<file path="src/rtl/sync_fifo_ext.sv">
// Synchronous FIFO with registered status flags and one-cycle error pulses.
// Define SYNC_FIFO_EXT_FWFT_EN for first-word-fall-through read mode.
//
// Ports:
//   clk          : clock; all state updates on the rising edge
//   rst_n        : synchronous active-low reset
//   wr_en        : write request, accepted when not full
//   data_in      : write data
//   rd_en        : read request, accepted when not empty
//   data_out     : read data (registered, or head entry in FWFT mode)
//   full, empty  : count==DEPTH / count==0
//   almost_full  : count>=AF_LEVEL
//   almost_empty : count<=AE_LEVEL
//   count        : current occupancy, 0..DEPTH
//   overflow     : one-cycle pulse after a rejected write
//   underflow    : one-cycle pulse after a rejected read
module sync_fifo_ext #(
  parameter int WIDTH    = 16,
  parameter int DEPTH    = 16,
  parameter int AF_LEVEL = DEPTH - 2,
  parameter int AE_LEVEL = 2
) (
  input  logic                   clk,
  input  logic                   rst_n,
  input  logic                   wr_en,
  input  logic [WIDTH-1:0]       data_in,
  input  logic                   rd_en,
  output logic [WIDTH-1:0]       data_out,
  output logic                   full,
  output logic                   empty,
  output logic                   almost_full,
  output logic                   almost_empty,
  output logic [$clog2(DEPTH):0] count,
  output logic                   overflow,
  output logic                   underflow
);

  localparam int AW = $clog2(DEPTH);
  localparam int CW = AW + 1;

  localparam logic [CW-1:0] FULL_L = CW'(DEPTH);
  localparam logic [CW-1:0] AF_L   = CW'(AF_LEVEL);
  localparam logic [CW-1:0] AE_L   = CW'(AE_LEVEL);

  logic [WIDTH-1:0] mem [DEPTH];

  logic [AW-1:0] wr_ptr_q, wr_ptr_d;
  logic [AW-1:0] rd_ptr_q, rd_ptr_d;
  logic [CW-1:0] count_q, count_d;
  logic          full_q, full_d;
  logic          empty_q, empty_d;
  logic          af_q, af_d;
  logic          ae_q, ae_d;
  logic          ovf_q, ovf_d;
  logic          unf_q, unf_d;
  logic          wr_acc;
  logic          rd_acc;

  // Acceptance looks only at the registered flags, so a read that frees
  // a slot never lets a same-cycle write into a full FIFO.
  always_comb begin
    wr_acc   = wr_en && !full_q;
    rd_acc   = rd_en && !empty_q;
    wr_ptr_d = wr_ptr_q;
    rd_ptr_d = rd_ptr_q;
    count_d  = count_q;
    if (wr_acc) wr_ptr_d = wr_ptr_q + AW'(1);
    if (rd_acc) rd_ptr_d = rd_ptr_q + AW'(1);
    count_d  = count_q + CW'(wr_acc) - CW'(rd_acc);
    full_d   = (count_d == FULL_L);
    empty_d  = (count_d == '0);
    af_d     = (count_d >= AF_L);
    ae_d     = (count_d <= AE_L);
    ovf_d    = wr_en && full_q;
    unf_d    = rd_en && empty_q;
  end

  always_ff @(posedge clk) begin
    if (!rst_n) begin
      wr_ptr_q <= '0;
      rd_ptr_q <= '0;
      count_q  <= '0;
      full_q   <= 1'b0;
      empty_q  <= 1'b1;
      af_q     <= (AF_L == '0);
      ae_q     <= 1'b1;
      ovf_q    <= 1'b0;
      unf_q    <= 1'b0;
    end else begin
      wr_ptr_q <= wr_ptr_d;
      rd_ptr_q <= rd_ptr_d;
      count_q  <= count_d;
      full_q   <= full_d;
      empty_q  <= empty_d;
      af_q     <= af_d;
      ae_q     <= ae_d;
      ovf_q    <= ovf_d;
      unf_q    <= unf_d;
    end
  end

  // Storage is not reset; stale entries are unreachable once the
  // pointers and count are cleared.
  always_ff @(posedge clk) begin
    if (rst_n && wr_acc) begin
      mem[wr_ptr_q] <= data_in;
    end
  end

`ifdef SYNC_FIFO_EXT_FWFT_EN
  // Head entry is presented directly; masked to zero while empty.
  assign data_out = empty_q ? '0 : mem[rd_ptr_q];
`else
  logic [WIDTH-1:0] dout_q;

  always_ff @(posedge clk) begin
    if (!rst_n) begin
      dout_q <= '0;
    end else if (rd_acc) begin
      dout_q <= mem[rd_ptr_q];
    end
  end

  assign data_out = dout_q;
`endif

  assign full         = full_q;
  assign empty        = empty_q;
  assign almost_full  = af_q;
  assign almost_empty = ae_q;
  assign count        = count_q;
  assign overflow     = ovf_q;
  assign underflow    = unf_q;

endmodule

</file>
<file path="config.mk">
export PLATFORM = sky130hd
export DESIGN_NAME = sync_fifo_ext
export DESIGN_NICKNAME = d
export VERILOG_FILES = /design/src/rtl/sync_fifo_ext.sv
export SDC_FILE = /design/constraint.sdc
export NUM_CORES = 1
export LEC_CHECK = 0
export BUFFER_PORTS_ARGS = -buffer_cell sky130_fd_sc_hd__buf_2
export CAP_MARGIN = 20
export CORE_MARGIN = 3
export CORE_UTILIZATION = 55
export DETAILED_ROUTE_END_ITERATION = 8
export GPL_TIMING_DRIVEN = 1
export PLACE_DENSITY_LB_ADDON = 0.05
export SYNTH_ARGS = -nofsm -noshare
export SYNTH_HDL_FRONTEND = slang
export SYNTH_SLANG_ARGS = --single-unit
</file>
<file path="constraint.sdc">
create_clock -name clk -period 2.6 [get_ports clk]
set_input_delay 0.39 -clock clk [delete_from_list [all_inputs] [get_ports clk]]
set_output_delay 0.39 -clock clk [all_outputs]
set_load 0.05 [all_outputs]
</file>
## After elaboration in Yosys (flattened, before gate mapping)

Memory sizes are Yosys's and may differ from the RTL's. A register that Yosys moved wholly into a read port is not among the register bits.
Cells that the tools add are included.

- Memories kept: 1
- Word-level logic and storage cells: 28
- Memory bits (writable): 256
- Flip-flop bits (word level): 19
- Bits in read-only memories: 0
- Latch bits: 0

Memory list:

| memory | words | width | read ports | clocked after Yosys merged registers in | wr ports | RTL line | text |
|---|---|---|---|---|---|---|---|
| mem | 16 | 16 | 1 | 1 | 1 | 45 | `logic [WIDTH-1:0] mem [DEPTH];` |

- Add/subtract/negate cells: 4
- Bitwise operators: 0
- Equality and inequality tests: 1
- Order comparisons: 2
- Divide/modulo/power cells: 0
- Reductions and logical operators: 9
- Multipliers: 0
- Shifts and indexed selects: 0
- Multiplexer cells: 2

Operators with widths:

| operator | count |
|---|---|
| 4-bit by 1-bit adder with 4-bit output (second input constant) | 2 |
| 5-bit by 1-bit adder with 5-bit output | 1 |
| 5-bit == test (second input constant) | 1 |
| 5-bit by 4-bit greater-or-equal comparator with 1-bit output (second input constant) | 1 |
| 5-bit by 2-bit less-or-equal comparator with 1-bit output (second input constant) | 1 |
| 1-bit logical AND | 5 |
| 5-bit zero test | 1 |
| 5-bit by 1-bit subtractor with 5-bit output | 1 |
| 1-bit zero test | 3 |
| 1-bit two-way mux | 2 |

## Depth between registers and ports, before layout

Gate-level depths: netlist of run 1.

- Word-level depth: 5
- Gate-level depth with buffers: 11
- Depth with buffers taken out: 10

## Worst setup path before layout of run 1

No wires, ideal clock.

- Path type: register to register
- Start point: register full_q, in the netlist full
- End point: register full_q, in the netlist full
- Arrival time: 2.661 ns
- Clock period less this slack: 2.753 ns
- Stages on the path, launching flop included: 12
- Setup time: 0.091 ns
- Buffers on the path: 1
- Path slack: -0.153 ns
- Path through: dfxtp_1 > nor2b_1 > clkbuf_1 > inv_1 > ha_1 > inv_1 > ha_1 > fa_1 > a21o_1 > a21oi_1 > xnor2_1 > nor4bb_1

- Word-level cells in the longest chain between the ends: 5

RTL lines:

| element | RTL line | text |
|---|---|---|
| from (decl) | 50 | `logic full_q, full_d;` |
| from (signal assigned) | 93 | `full_q <= full_d;` |
| 1-bit zero test | 62 | `wr_acc = wr_en && !full_q;` |
| 1-bit logical AND | 62 |  |
| 5-bit by 1-bit adder with 5-bit output | 69 | `count_d = count_q + CW'(wr_acc) - CW'(rd_acc);` |
| 5-bit by 1-bit subtractor with 5-bit output | 69 |  |
| 5-bit == test | 70 | `full_d = (count_d == FULL_L);` |

No other way between the ends.
A chain may end at the register's enable or synchronous reset.

## Worst setup path after layout of run 1

- Start point: register full_q, in the netlist full
- End point: register ae_q, in the netlist almost_empty

- Word-level cells in the longest chain between the ends: 5

RTL lines:

| element | RTL line | text |
|---|---|---|
| 1-bit zero test | 62 |  |
| 1-bit logical AND | 62 |  |
| 5-bit by 1-bit adder with 5-bit output | 69 |  |
| 5-bit by 1-bit subtractor with 5-bit output | 69 |  |
| 5-bit by 2-bit less-or-equal comparator with 1-bit output | 73 | `ae_d = (count_d <= AE_L);` |
| to (signal assigned) | 86 | `ae_q <= 1'b1;` |
| to (signal assigned) | 96 | `ae_q <= ae_d;` |
| to (decl) | 53 | `logic ae_q, ae_d;` |

No other way between the ends.

==> results of run 1 <==
synth_stat cells, drive strengths merged:
cell type  number  share of area (%)
nor2b           7               0.39
buf            19                1.1
xor2            2               0.16
nand3           2              0.089
and2           12               0.67
edfxtp        256                 68
and3            3               0.17
nor4bb          1              0.089
or3b            1              0.078
o211ai         15                1.0
nand4           1              0.055
mux2           16                1.6
inv             8               0.27
dfxtp          35                6.2
a21oi           3               0.13
xnor2           8               0.62
or3             1              0.055
a21o            3               0.20
fa              1               0.18
a32oi           1              0.078
mux4           47                 10
clkbuf         14               0.47
ha             10                1.1
and3b           1              0.078
nand2          22               0.73
a22oi          32                2.1
mux2i          35                3.1
nand3b          2               0.13
a32o            1              0.089
nor2           18               0.60
o31ai           2               0.13
sequential cells by signal, summed over array words and instances, names as in the netlist:
register,count
data_out,16
underflow,1
count,5
overflow,1
mem,256
wr_ptr_q,4
full,1
rd_ptr_q,4
almost_full,1
almost_empty,1
empty,1
worst reg2reg max path: cells and delay by family (launching register included):
family / cells / cell delay [ns]
XOR/XNOR: 1 / 0.12
AO/OA/AOI/OAI: 3 / 0.56
AND/OR/NAND/NOR: 1 / 0.16
adder cells (fa/ha/maj): 3 / 0.90
buffers and inverters: 3 / 0.25
flip-flops: 1 / 0.33
power breakdown:
| part | internal [mW] | total, mW | leakage, nW | switching, mW |
|---|---|---|---|---|
| clock | 2.62 | 4.27 | 0.483 | 1.65 |
| combinational | 0.699 | 1.78 | 1.32 | 1.08 |
| sequential | 5.28 | 5.38 | 2.60 | 0.105 |
| total | 8.60 | 11.4 | 4.40 | 2.83 |
layout by cell type (no fill, tap or decap), types with 3 or more instances in the layout:
master     synthesis  routed
ha_1              10      10
clkbuf_16          0      29
a22oi_1           32      32
and2_1            12      12
mux2_2            16      16
nor2_2             0      12
clkinv_2           0       5
a21o_1             3       3
xnor2_1            8       8
mux4_2            21      21
inv_1              8       8
clkinv_1           0       4
bufinv_16          0       5
buf_4              1      39
clkbuf_8           0       3
clkbuf_1          14       6
a21oi_1            3       3
o211ai_1          15      15
edfxtp_1         256     256
dfxtp_1           35      30
mux4_1            26      26
buf_2             12      46
buf_12             0       5
nor2b_1            7       7
and3_1             3       3
nor2_1            18       6
dfxtp_2            0       4
nand2_1           22      22
mux2i_1           35      35
kinds of logic (layout without fill, tap and decap cells):
kind of cell	count (synthesis)	after routing	share of synthesized area, %
flops	291	291	74.3
mux	98	98	14.9
simple gates	71	71	3.13
compound gates	57	57	3.76
buf+inv	41	151	1.80
fa+ha+maj	11	11	1.29
xor+xnor	10	10	0.776
path summary, 6_finish.rpt:
path	depth (start not counted)	to	slack, ns	start
min	2	overflow	0.10	wr_en
min reg2reg	2	data_out[0]	0.50	data_out[0]
max	11	almost_empty	0.19	full
max reg2reg	11	almost_empty	0.19	full
area by class of cell:
type,count,area (µm²)
Sequential cell,291,8400
Fill cell,1348,6690
Multi-Input combinational cell,247,2730
Clock buffer,38,790
Timing Repair Buffer,90,623
Tap cell,265,332
Clock inverter,15,198
Inverter,8,30.0
routing by layer:
metal  vias to the layer above  wire [µm]  global-route usage, %
met5                         -          0                      0
met4                         0        619                   6.13
met3                        48       1280                   3.46
met2                       184      11300                   35.0
met1                      2953       9630                   29.3
li1                       2517          -                      -
metrics by stage:
| step | setup WS, ns | power [mW] |
|---|---|---|
| detailed placement | -0.00187 | 7.28 |
| finish | 0.190 | 11.4 |
| global route | 0.0256 | 11.9 |
| CTS | 0.155 | 11.5 |
| floorplan | 0.0525 | 6.75 |
| global placement | 0.0443 | 7.24 |
==> flow_summary.toml, run 1 <==
[sta]
unrepaired_setup_endpoints_after_global_routing = "no"
max_slew_margin_pct = 66.1
hold_violations = 0
timing.final.crit_share_pct = 92.7
hold_slack_ns = 0.100
setup_viol = 0
timing.setup.tns_ns = 0
timing_max_transition_violations_final = 0
fin_skew_ns = 0.00760
period_minus_slack_ns = 2.41
max_freq_mhz = 415
worst_slew_pin_slew_ns = 0.507

[power]
p_per_area_nw_per_um2 = 873
worst_ir_drop_vdd_mv = 0.683
power_leakage_nw = 4.40

[placement]
io_buffers = 46
dpl_cell_area_um2 = 12100
dp_cells = 901
dp_hpwl_um = 14100
routabilityCongestion = 0.761

[die]
placementRows = 51
ios = 47
start_util_pct = 57.1
die_area_um2 = 22300
die_span_x_um = 149
floorplan.core_area_um2 = 19800
die_h_um = 149

[clock_network]
htree_num_levels = 1
worst_setup_hold_path_clk_slew_ns = 0.06
clock_insertion_delay_worst_skew_ns = 0.53
cts_root_buffer = "clkbuf_16"
tritoncts = "done"
cts.sinks = 291
cts.hold.buffers_added = 0
post-cts-setup-buffers = 0
clock_tree.buffer_depth = 3
cts_repair_resize_count = 0
cts_buffers = 29

[logic_synthesis]
post_syn_nets = 610
yosysWarnings = 0
yosys_register_bits = 291
synth_area_um2 = 11300
synth-seq-area-share_pct = 74.3
postSynthCellCount = 579
syn_avg_cell_area_um2 = 19.5
synth_cell_types = 35

[global_route]
first_global_vias = 6035
globalRoute.totalOverflow = 0
track_usage_pct = 21.1
grt_antenna_before_repair = 0
global_route_wire_length_before_repair_um = 35200
grt_start_max_net_pins = 31

[detailed_routing]
drt-wirelength-per-cell_um = 23.9
detail_route.drc_violations = 0
routed_antenna_nets = 0
route.final.wire_length_um = 22800
drt-pass1-iter-count = 5
number_of_drc_markers_in_iteration_0 = 430
route.vias.total = 5702
avgViaCountPerCell = 5.98

[finish]
final-instance-count-excl-fill = 954
postLayoutCellArea_um2 = 13100
post-route-util_pct = 66.2
finalNetCount = 698
n_antenna_cell = 0
synthToLayoutAreaGrowth_pct = 16.0
drive_above_1_share_pct = 27.3

[setup_path]
critPathArrivalTime_ns = 2.84
timing.critical_path.slowest_stage_cell = "fa_1"
path_buf_inv = 3
crit_path_max_fanout = 3
end_kind = "flop"
cell_breakdown_of_the_critical_path = "nor2b_1, inv_1, ha_1, inv_1, ha_1, fa_1, a21o_1, a21oi_1, xnor2_1, buf_4, o31ai_1"
crit_path_max_incr_delay_ns = 0.42
required_ns = 3.03
worst_setup_start_kind = "flop"
setup.worst_path.class = "reg -> reg"
critical_path.top_delay_family = "adder cells"

[min_path]
min-delay-path-class = "in -> reg"

[run]
maxCapViolations = 0

[outcome]
result_of_the_run = "finished clean"
Power figures use the tool's default switching activity.
==> run 2, diff against run 1 <==
--- a/config.mk
+++ b/config.mk
@@ -5,10 +5,12 @@
 export SDC_FILE = /design/constraint.sdc
 export NUM_CORES = 1
 export LEC_CHECK = 0
-export BUFFER_PORTS_ARGS = -buffer_cell sky130_fd_sc_hd__buf_2
+export BUFFER_PORTS_ARGS = -buffer_cell sky130_fd_sc_hd__buf_4
 export CAP_MARGIN = 20
+export CELL_PAD_IN_SITES_DETAIL_PLACEMENT = 1
+export CELL_PAD_IN_SITES_GLOBAL_PLACEMENT = 2
 export CORE_MARGIN = 3
-export CORE_UTILIZATION = 55
+export CORE_UTILIZATION = 43
 export DETAILED_ROUTE_END_ITERATION = 8
 export GPL_TIMING_DRIVEN = 1
 export PLACE_DENSITY_LB_ADDON = 0.05
==> constraint.sdc (replaced) <==
create_clock -name clk -period 2.6 [get_ports clk]
set_input_delay 0.39 -clock clk [delete_from_list [all_inputs] [get_ports clk]]
set_output_delay 0.39 -clock clk [all_outputs]
set_load 0.005 [all_outputs]
==> run 2 against run 1 <==
  * Combinational power decreased by 15%
  * Die area increased by 27%
  * Non-clock buffer count grew 9
  * Critical endpoint is now almost_full
  * Largest cell class unchanged
==> flow_summary.toml, run 2 (synthesized netlist as in run 1, its figures left out) <==
[placement]
dp_cells = 975
routabilityCongestion = 0.732
dp_hpwl_um = 16900
io_buffers = 46

[outcome]
result_of_the_run = "finished clean"

[clock_network]
worst_setup_hold_path_clk_slew_ns = 0.06
clock_insertion_delay_worst_skew_ns = 0.55
clock_tree.buffer_depth = 3
cts.sinks = 291
cts.hold.buffers_added = 0
htree_num_levels = 1
cts_buffers = 31
cts_root_buffer = "clkbuf_16"
cts_repair_resize_count = 0
tritoncts = "done"
post-cts-setup-buffers = 0

[global_route]
globalRoute.totalOverflow = 0
first_global_vias = 6192
grt_antenna_before_repair = 0
global_route_wire_length_before_repair_um = 39900
grt_start_max_net_pins = 27
track_usage_pct = 19.2

[finish]
drive_above_1_share_pct = 28.3
synthToLayoutAreaGrowth_pct = 18.4
n_antenna_cell = 0
regArea_um2 = 8390
max_reg_flops = 256
largest_reg_by_ff_count = "mem"
finalNetCount = 709
layout_commonest_cell = "edfxtp_1"
mostFrequentLayoutCells = "edfxtp_1, buf_4, mux2i_1"
final-instance-count-excl-fill = 1033
num-fill-cells = 2288
multiInputGateArea_um2 = 2740

[sta]
unrepaired_setup_endpoints_after_global_routing = "no"
timing_max_transition_violations_final = 0
period_minus_slack_ns = 2.42
timing.final.crit_share_pct = 93.3
worst_slew_pin_slew_ns = 0.482
fin_skew_ns = 0.0131
hold_violations = 0
max_freq_mhz = 412
max_slew_margin_pct = 67.9
setup_viol = 0

[power]
totalPowerFinal_mw = 11.1
share_seq_of_total_power_pct = 48.8
cell_internal_pwr_mw = 8.55
worst_ir_drop_vdd_mv = 0.579
power_leakage_nw = 4.46
share_comb_of_total_power_pct = 13.7
netSwitchingFraction_pct = 23.1
total_switching_power_mw = 2.57
p_per_area_nw_per_um2 = 831
power_frac_clock_pct = 37.5

[min_path]
worstHoldStart = "rd_en"
min-delay-path-class = "in -> reg"

[die]
placementRows = 58
ios = 47
floorplan.core_area_um2 = 25500
die_span_x_um = 168
die_h_um = 168
die_area_um2 = 28200
start_util_pct = 44.3

[setup_path]
startpoint = "full"
worst_setup_start_kind = "flop"
critPathArrivalTime_ns = 2.86
required_ns = 3.04
setup.worst_path.class = "reg -> reg"
crit_path_max_fanout = 4
end_kind = "flop"
worstReg2RegStart = "full"

[detailed_routing]
detail_route.drc_violations = 0
route.vias.total = 5760
drt-wirelength-per-cell_um = 26.2
avgViaCountPerCell = 5.58
route.final.wire_length_um = 27000
number_of_drc_markers_in_iteration_0 = 457
drt-pass1-iter-count = 6
routed_antenna_nets = 0

[run]
maxCapViolations = 0
run 2: cell types whose count changed in the layout (fill, tap and decap cells not counted), moves of 3 or more:
cell and change:
nor2_1 -4, buf_2 -46, clkbuf_1 +8, bufinv_16 -3, buf_4 +54, nor2_2 +4
run 2: layer usage:
layer	routed length, µm	vias up	part of all wire, %	track usage (%)
met5	0	-	0	0
met4	338	0	1.2	3.70
met3	1460	35	5.4	3.36
met2	13800	137	51	33.8
met1	11400	3043	42	25.4
li1	-	2545	-	-
run 2: final cells by class:
class                           instances  share of cell area, %
Multi-Input combinational cell        247                   20.5
Sequential cell                       291                   62.8
Clock inverter                         10                  0.777
Clock buffer                           48                   6.51
Inverter                                8                  0.225
Timing Repair Buffer                   99                   6.12
Tap cell                              330                   3.09
run 2: per-stage QoR:
stage          TNS [ns]  worst slack [ns]  cell area (µm²)  hold WS [ns]  util, %
4_1_cts               0             0.145            13400        0.0576     52.5
6_report              0             0.175            13400        0.0834     52.5
3_3_place_gp    -0.0122           -0.0122            12400         0.476     48.7
2_1_floorplan         0            0.0869            11300         0.451        -
3_5_place_dp    -0.0311           -0.0229            12400         0.487     48.7
5_1_grt               0           0.00480            13400        0.0603     52.5
run 2: critical path, stage by stage, from the launching register on:
cell and delay, ns:
dfxtp_1 0.33, nor2b_1 0.15, inv_1 0.06, ha_1 0.27
inv_1 0.04, ha_1 0.20, fa_1 0.43, a21o_1 0.17
a21oi_1 0.17, xnor2_1 0.14, buf_4 0.16, a32o_1 0.19
run 2: worst paths after layout:
| kind | endpoint | depth (start not counted) | slack [ns] |
|---|---|---|---|
| worst max-delay path | almost_full | 11 | 0.18 |
| worst min-delay path | underflow | 2 | 0.08 |
| worst max register to register | almost_full | 11 | 0.18 |
| worst min register to register | data_out[7] | 2 | 0.49 |
run 2: power groups by stage:
stage	Clock [mW]	Sequential [mW]	Combinational (mW)
after floorplan	0	5.46	0.932
after global placement	0	5.51	1.52
after detailed placement	0	5.51	1.55
after CTS	4.29	5.42	1.57
after global routing	4.48	5.44	1.69
final	4.17	5.42	1.52
==> run 3, diff against run 2 <==
--- a/config.mk
+++ b/config.mk
@@ -5,7 +5,7 @@
 export SDC_FILE = /design/constraint.sdc
 export NUM_CORES = 1
 export LEC_CHECK = 0
-export BUFFER_PORTS_ARGS = -buffer_cell sky130_fd_sc_hd__buf_4
+export BUFFER_PORTS_ARGS = -buffer_cell sky130_fd_sc_hd__buf_2
 export CAP_MARGIN = 20
 export CELL_PAD_IN_SITES_DETAIL_PLACEMENT = 1
 export CELL_PAD_IN_SITES_GLOBAL_PLACEMENT = 2
==> run 3 against run 2 <==
  * Fmax up 0.64%
  * Sequential cell count stayed put
  * Non-clock buffer count shrank 12
  * Largest power group unchanged
  * Power rose by 1.8%
  * Via count shrank 0.21%
  * Sequential power is 0.7% lower
  * Global-route usage about the same
  * Die area unchanged
  * Cell count is 1.4% lower
  * Sequential share of layout area is 0.70 points higher
  * Critical path type unchanged
==> flow_summary.toml, run 3 (synthesized netlist as in run 1, its figures left out) <==
[detailed_routing]
drt-wirelength-per-cell_um = 26.6
routed_antenna_nets = 0
detail_route.drc_violations = 0
drt-pass1-iter-count = 4
number_of_drc_markers_in_iteration_0 = 478
avgViaCountPerCell = 5.64
route.final.wire_length_um = 27100
route.vias.total = 5748

[power]
power_frac_clock_pct = 39.2
share_comb_of_total_power_pct = 13.3
worst_ir_drop_vdd_mv = 0.638
netSwitchingFraction_pct = 23.0
share_seq_of_total_power_pct = 47.6
p_per_area_nw_per_um2 = 856
total_switching_power_mw = 2.61
power_leakage_nw = 4.42
cell_internal_pwr_mw = 8.70

[placement]
dp_hpwl_um = 15800
routabilityCongestion = 0.737
dpl_cell_area_um2 = 12200
io_buffers = 46
dp_cells = 963

[setup_path]
rr_endpoint = "almost_full"
required_ns = 3.03
end_kind = "flop"
worstReg2RegStart = "full"
crit_path_max_fanout = 4
worst_setup_start_kind = "flop"
critPathArrivalTime_ns = 2.84
setup.worst_path.class = "reg -> reg"
worst_r2r_path_depth = 11
timing.reg2reg.setup_slack_ns = 0.19

[clock_network]
clock_insertion_delay_worst_skew_ns = 0.55
htree_num_levels = 1
cts_root_buffer = "clkbuf_16"
cts.sinks = 291
tritoncts = "done"
clock_tree.buffer_depth = 3
cts.hold.buffers_added = 0
worst_setup_hold_path_clk_slew_ns = 0.06
cts_buffers = 30

[global_route]
global_route_wire_length_before_repair_um = 40100
first_global_vias = 6316
grt_antenna_before_repair = 0
track_usage_pct = 19.2
grt_start_max_net_pins = 53
globalRoute.totalOverflow = 0

[die]
die_span_x_um = 168
placementRows = 58
ios = 47
die_area_um2 = 28200
start_util_pct = 44.3
die_h_um = 168
floorplan.core_area_um2 = 25500

[finish]
synthToLayoutAreaGrowth_pct = 17.1
final-instance-count-excl-fill = 1019
postLayoutCellArea_um2 = 13200
layout_commonest_cell = "edfxtp_1"
largest_reg_by_ff_count = "mem"
drive_above_1_share_pct = 28.7
mostFrequentLayoutCells = "edfxtp_1, buf_2, buf_4"
n_antenna_cell = 0
finalNetCount = 696
max_reg_flops = 256

[sta]
setup_viol = 0
worst_slew_pin_slew_ns = 0.493
period_minus_slack_ns = 2.41
hold_violations = 0
fin_skew_ns = 0.00635
unrepaired_setup_endpoints_after_global_routing = "no"
max_freq_mhz = 415
max_slew_margin_pct = 66.9
timing_max_transition_violations_final = 0
timing.final.crit_share_pct = 92.7

[min_path]
hold_path_end = "underflow"
worstHoldStart = "rd_en"
min-delay-path-class = "in -> reg"
hold_depth = 2

[run]
maxCapViolations = 0

[outcome]
result_of_the_run = "finished clean"
run 3: layout make-up:
type | instances | area [µm²]
Inverter | 8 | 30.0
Timing Repair Buffer | 87 | 576
Clock buffer | 44 | 915
Fill cell | 2282 | 12300
Tap cell | 330 | 413
Sequential cell | 291 | 8390
Multi-Input combinational cell | 247 | 2760
Clock inverter | 12 | 134
run 3: metal layers:
metal / global-route usage (%) / routed length [µm] / up-vias
li1: - / - / 2512
met1: 26.3 / 11700 / 3060
met2: 32.8 / 13400 / 135
met3: 2.93 / 1440 / 41
met4: 4.41 / 595 / 0
met5: 0 / 0 / -
run 3: repair_timing:
item / CTS / global route
endpoints found under the setup margin: 0 / 3
buffers inserted: 0 / 0
resized for setup: 0 / 4
run 3: worst max path at each step:
stage	from	end	slack [ns]
2_1_floorplan	wr_en	full	0.09
3_3_place_gp	wr_en	full	0.006
3_5_place_dp	wr_en	full	-0.09
4_1_cts	full	full	0.09
5_1_grt	full	almost_full	0.04
6_report	full	almost_full	0.19
run 3: critical path: stages, from the launching register on:
cell and delay, ns:
dfxtp_1 0.34, nor2b_2 0.15, inv_1 0.06, ha_1 0.27
inv_1 0.04, ha_1 0.20, fa_1 0.43, a21o_1 0.19
a21oi_2 0.18, xnor2_2 0.12, buf_4 0.15, a32o_1 0.19
run 3: power groups by stage:
stage               clock, mW  combinational (mW)  sequential, mW
CTS                      4.53                1.48            5.38
global placement            0                1.44            5.47
detailed placement          0                1.47            5.48
finish                   4.43                1.50            5.38
floorplan                   0               0.932            5.46
global route             4.71                1.65            5.40
run 3: through the flow:
stage	setup slack [ns]	TNS, ns	hold WS [ns]	power (mW)	util (%)
after floorplan	0.0869	0	0.451	6.39	-
after global placement	0.00617	0	0.469	6.90	47.7
after detailed placement	-0.0852	-0.150	0.482	6.95	47.7
after CTS	0.0915	0	0.0611	11.4	51.8
after global routing	0.0353	0	0.0761	11.8	51.9
final	0.191	0	0.0791	11.3	51.9
